**src/rtl/uart_rx_pkg.sv**
```systemverilog
// Shared 8N1 UART definitions: frame constants, receiver state encoding and
// baud-timing helpers. The transmitter uses the same constants.
package uart_rx_pkg;

  localparam int   DATA_BITS = 8;
  localparam logic START_BIT = 1'b0;
  localparam logic STOP_BIT  = 1'b1;
  localparam int   CNT_W     = 16;

  typedef enum logic [1:0] {
    ST_IDLE,
    ST_START,
    ST_DATA,
    ST_STOP
  } rx_state_e;

  function automatic int baud_cnt_max(input int clk_freq, input int baud);
    return clk_freq / baud;
  endfunction

  function automatic int half_cnt(input int clk_freq, input int baud);
    return baud_cnt_max(clk_freq, baud) / 2;
  endfunction

endpackage

```
**src/rtl/uart_rx_sync_2ff.sv**
```systemverilog
// Two-flop synchroniser for a single asynchronous input; the reset value is
// chosen per input so that reset release never looks like an edge.
module uart_rx_sync_2ff #(
  parameter logic RESET_VAL = 1'b1
) (
  input  logic clk,
  input  logic resetn,
  input  logic d,
  output logic q
);

  logic meta;

  always_ff @(posedge clk or negedge resetn) begin
    if (!resetn) begin
      meta <= RESET_VAL;
      q    <= RESET_VAL;
    end else begin
      meta <= d;
      q    <= meta;
    end
  end

endmodule

```
**src/rtl/uart_rx.sv**
```systemverilog
// 8N1 UART receiver: mid-bit sampling, one-cycle rx_valid / frame_err pulses.
//
// state    | meaning
// ---------+------------------------------------------------------------
// ST_IDLE  | line idle, waiting for rx_s low
// ST_START | half-bit wait, then confirm the start bit is still low
// ST_DATA  | sample 8 data bits LSB first, one per bit period
// ST_STOP  | sample the stop bit, publish byte or flag a framing error
module uart_rx
  import uart_rx_pkg::*;
#(
  parameter int CLK_FREQ = 125_000_000,
  parameter int BAUD     = 115200
) (
  input  logic       clk,
  input  logic       resetn,
  input  logic       rx,
  output logic [7:0] rx_data,
  output logic       rx_valid,
  output logic       frame_err,
  output logic       busy
);

  localparam int BAUD_CNT_MAX = baud_cnt_max(CLK_FREQ, BAUD);
  localparam int HALF_CNT     = half_cnt(CLK_FREQ, BAUD);

  localparam logic [CNT_W-1:0] BIT_LAST  = CNT_W'(BAUD_CNT_MAX - 1);
  localparam logic [CNT_W-1:0] HALF_LAST = CNT_W'(HALF_CNT - 1);
  localparam logic [2:0]       IDX_LAST  = 3'(DATA_BITS - 1);

  logic                 rx_s;
  rx_state_e            state;
  logic [CNT_W-1:0]     baud_cnt;
  logic [2:0]           bit_idx;
  logic [DATA_BITS-1:0] shift_reg;

  uart_rx_sync_2ff #(
    .RESET_VAL(1'b1)
  ) u_sync (
    .clk   (clk),
    .resetn(resetn),
    .d     (rx),
    .q     (rx_s)
  );

  always_ff @(posedge clk or negedge resetn) begin
    if (!resetn) begin
      state     <= ST_IDLE;
      baud_cnt  <= '0;
      bit_idx   <= '0;
      shift_reg <= '0;
      rx_data   <= '0;
      rx_valid  <= 1'b0;
      frame_err <= 1'b0;
      busy      <= 1'b0;
    end else begin
      rx_valid  <= 1'b0;
      frame_err <= 1'b0;
      case (state)
        ST_IDLE: begin
          if (rx_s == START_BIT) begin
            state    <= ST_START;
            baud_cnt <= '0;
            busy     <= 1'b1;
          end
        end
        ST_START: begin
          if (baud_cnt == HALF_LAST) begin
            baud_cnt <= '0;
            bit_idx  <= '0;
            if (rx_s == START_BIT) begin
              state <= ST_DATA;
            end else begin
              // too short to be a start bit: drop it without any pulse
              state <= ST_IDLE;
              busy  <= 1'b0;
            end
          end else begin
            baud_cnt <= baud_cnt + 1'b1;
          end
        end
        ST_DATA: begin
          if (baud_cnt == BIT_LAST) begin
            baud_cnt           <= '0;
            shift_reg[bit_idx] <= rx_s;
            bit_idx            <= bit_idx + 1'b1;
            if (bit_idx == IDX_LAST) begin
              state <= ST_STOP;
            end
          end else begin
            baud_cnt <= baud_cnt + 1'b1;
          end
        end
        ST_STOP: begin
          if (baud_cnt == BIT_LAST) begin
            // leave at mid-stop-bit so the next start edge is caught early
            baud_cnt <= '0;
            state    <= ST_IDLE;
            busy     <= 1'b0;
            if (rx_s == STOP_BIT) begin
              rx_data  <= shift_reg;
              rx_valid <= 1'b1;
            end else begin
              frame_err <= 1'b1;
            end
          end else begin
            baud_cnt <= baud_cnt + 1'b1;
          end
        end
        default: begin
          state <= ST_IDLE;
          busy  <= 1'b0;
        end
      endcase
    end
  end

endmodule

```
**config.mk**
```make
export PLATFORM = sky130hd
export DESIGN_NAME = uart_rx
export DESIGN_NICKNAME = d
export VERILOG_FILES = /design/src/rtl/uart_rx_pkg.sv /design/src/rtl/uart_rx_sync_2ff.sv /design/src/rtl/uart_rx.sv
export SDC_FILE = /design/constraint.sdc
export NUM_CORES = 1
export LEC_CHECK = 0
export CAP_MARGIN = 20
export CORE_ASPECT_RATIO = 1.1
export CORE_UTILIZATION = 55
export DETAILED_ROUTE_END_ITERATION = 10
export PLACE_DENSITY_LB_ADDON = 0.08
export SLEW_MARGIN = 40
export SYNTH_ARGS = -nofsm -noshare
export SYNTH_HDL_FRONTEND = slang
export SYNTH_SLANG_ARGS = --single-unit
```
**constraint.sdc**
```tcl
create_clock -name clk -period 5.04 [get_ports clk]
set_input_delay 1.512 -clock clk [delete_from_list [all_inputs] [get_ports clk]]
set_output_delay 1.512 -clock clk [all_outputs]
set_load 0.005 [all_outputs]
```
==> metrics.md <==
| Metric | Value |
|---|---|
| Min Hold Slack | 0.358 ns |
| Post-CTS setup buffer count | 0 |
| Worst VDD drop | around 0.18 mV |
| Largest cells by area after synthesis | dfrtp_1 46%, mux2_2 4.6%, mux2_1 3.6% |
| Starting Density | 58.9% |
| Outcome | finished clean |
| Final hold violation count | 0 |
| Worst Path Class, Setup | flip-flop to primary output |
| Clk slew on worst S/H paths | 0.08 ns |
| Die W | between 60 and 70 um |
| Core area | 0.00371 sq mm |
| GR Overflow Total | 0 |
| R2R cell count | 7 |
| Worst Max-Slew Pin Slew | 0.733 ns |
| CP Capture Type | primary output |
| Area grow syn2layout | 12.2% |
| #FFs+latches synth | 42 |
| Setup Skew | 0.00369 ns |
| Critical path peak fanout | 4 |
| CP cell instances | clkdlybuf4s50_1 |
| Largest stage delay on the critical path | 0.51 ns |
| Remaining DRCs | 0 |
| Wire per inst | about 15 um |
| P_leak | 1.14 nW |
| Root Buffer | clkbuf_8 |
| Post-Syn Nets | 206 |
| Setup tns final | 0 ns |
| Crit path time final | 2.70 ns |
| Mean Syn Cell Area | between 10 and 15 sq um |
| First-pass GRT wire length | a little over 7000 um |
| Critical path's top delay family | buffers and inverters |
| Mapped Cells | 198 |
| Routability Congestion | 0.838 |
| FFs w/ async S/R, synth | 100% |
| Yosys top cell area share | 45.8% |
| Pwr Density | 272 mW/mm^2 |
| Multi-input logic area | 0.00103 sq mm |
| Clock H-tree levels | 2 |
| Hold WC Path Type | flip-flop to flip-flop |
| # fillers | 291 |
| DRT iter0 DRCs | 40 |
| Vias | 1,514 |
| Placed Area | 0.00231 sq mm |
| Fin crit share | 53.6% |
| Nets | between 200 and 250 |
| Fmax achieved | 370 MHz |
| Detailed-router iteration count before antenna repair | 4 |
| Layout cells sized above 1 | 16.7% |
| Vias in the first global route | 1,520 |
| Chip Height | 68.1 um |
| EDFF count, synth | 0 |
| Post-Synthesis Cell Area | 0.00219 sq mm |
| Worst Path Arrival | between 1 and 1.5 ns |
| Ys flop type | dfrtp_1 |
| Post-route ant nets | 0 |
| Final antenna diode count | 0 |
| Fin. max-slew vios | 0 |
| Crit-path slowest cell | clkdlybuf4s50_1 |
| Register Area | 0.00105 sq mm |
| Cell Rows | 23 |
| Port bufs | 13 |
| Final instance area | between 0.002 and 0.0025 sq mm |
| Post-CTS Hold Buffers | 0 |
| DIE AREA | 0.00423 sq mm |
| Largest net degree at the start of global routing | 43 |
| CTS Sinks | 42 |
| Post-CTS sizing | 0 |
| Share of the yosys chip area belonging to registers | 48.2% |
| Post-synth top area cell | dfrtp_1 |
| Post-Route WL | 3940 um |
| WP depth | 1 |
| Max FFs per register | 16 |
| Hold depth | 0 |
| Worst Path Required | ~3.5 ns |
| CTS tree | yes |
| Unique masters post-synth | 51 |
| DP HPWL | roughly 2800 um |
| Final core area utilization | 66.1% |
| Worst Path Buf+Inv | 1 |
| CTS max path bufs | 2 |
| Critical Path Start Type | flip-flop |
| Vias per inst | about 5.8 |
| Initial antenna violation count | 0 |
| CTS Buf Count | 5 |
| Final setup viols | 0 |
| Worst slew margin relative to its limit | 50.9% |
| Worst skew pair latency | ~0.29 ns |
| # IOs | 14 |
| Synth Warn # | 0 |
| Number of max-cap violations | 0 |
| RSZ-0062 raised after global routing | false |
| Global Route Usage Sum | 21.9% |
## placed cells by master (no fill, tap or decap), types with 3 or more instances in the layout
| cell | instances |
|---|---|
| nor2_1 | 7 |
| mux2_2 | 9 |
| a21oi_1 | 6 |
| ha_1 | 5 |
| mux2_1 | 7 |
| xnor2_1 | 3 |
| a22o_1 | 6 |
| clkbuf_8 | 6 |
| nor3_1 | 6 |
| nand3_1 | 11 |
| nand2_1 | 18 |
| o21ai_0 | 4 |
| nor4b_1 | 3 |
| a31oi_1 | 5 |
| nand4_1 | 3 |
| clkdlybuf4s50_1 | 12 |
| inv_1 | 9 |
| dfrtp_1 | 40 |
| and3_1 | 5 |
## cell type report
class	count	area share [%]
inverters	9	1.38
clock inverters	2	2.45
clock buffers	6	3.37
flip-flops and latches	42	42.9
well taps	50	2.55
repair buffers	13	5.20
multi-input cells	137	42.1
## cell families (layout without fill, tap and decap cells)
logic type / count (synthesis) / count (layout) / share of synthesized area (%)
flops: 42 / 42 / 48.2
mux: 20 / 20 / 10.9
xor+xnor: 5 / 5 / 2.00
fa+ha+maj: 5 / 5 / 2.86
buf+inv: 19 / 30 / 4.52
simple gates: 77 / 77 / 22.1
compound gates: 30 / 30 / 9.44
## worst paths after layout
check	slack (ns)	from	end
hold / removal	0.36	u_sync.meta	u_sync.q
setup reg to reg	2.85	baud_cnt[0]	baud_cnt[15]
setup / recovery	2.34	busy	busy
hold reg to reg	0.36	u_sync.meta	u_sync.q
max in group asynchronous	3.49	resetn	u_sync.meta
min in group asynchronous	1.19	resetn	shift_reg[3]
## per-layer routing
| layer | global-route usage (%) | vias to the layer above | wire length, um |
|---|---|---|---|
| met5 | 0 | - | 0 |
| li1 | - | 739 | - |
| met4 | 9.01 | 0 | 65 |
| met3 | 5.17 | 7 | 102 |
| met2 | 39.6 | 21 | 2040 |
| met1 | 25.6 | 747 | 1730 |
## cell usage after synthesis (2+ instances only)
| master | count |
|---|---|
| a21o_1 | 2 |
| a21oi_1 | 6 |
| a22o_1 | 6 |
| a31oi_1 | 5 |
| and3_1 | 5 |
| and3b_1 | 2 |
| and4bb_2 | 2 |
| buf_2 | 4 |
| buf_6 | 3 |
| clkbuf_1 | 3 |
| dfrtp_1 | 40 |
| dfstp_2 | 2 |
| ha_1 | 5 |
| inv_1 | 9 |
| mux2_1 | 7 |
| mux2_2 | 9 |
| mux2i_1 | 2 |
| nand2_1 | 18 |
| nand3_1 | 11 |
| nand3b_1 | 2 |
| nand4_1 | 3 |
| nand4_2 | 2 |
| nor2_1 | 7 |
| nor2b_1 | 2 |
| nor3_1 | 6 |
| nor4_1 | 2 |
| nor4b_1 | 3 |
| o21ai_0 | 4 |
| xnor2_1 | 3 |
| xor2_1 | 2 |
## power by group
part	internal, mW	total, mW	switching [mW]
logic	0.00154	0.00811	0.00657
clock network	0.211	0.321	0.110
registers	0.338	0.340	0.00151
total	0.551	0.669	0.118
## metrics by stage
step                worst slack [ns]  cells  power (mW)
floorplan                       3.15    198       0.347
global placement                2.67    251       0.355
detailed placement              2.65    251       0.355
CTS                             2.32    259       0.675
global route                    2.28    259       0.693
finish                          2.34    259       0.669
(Power assumes the default switching activity.)
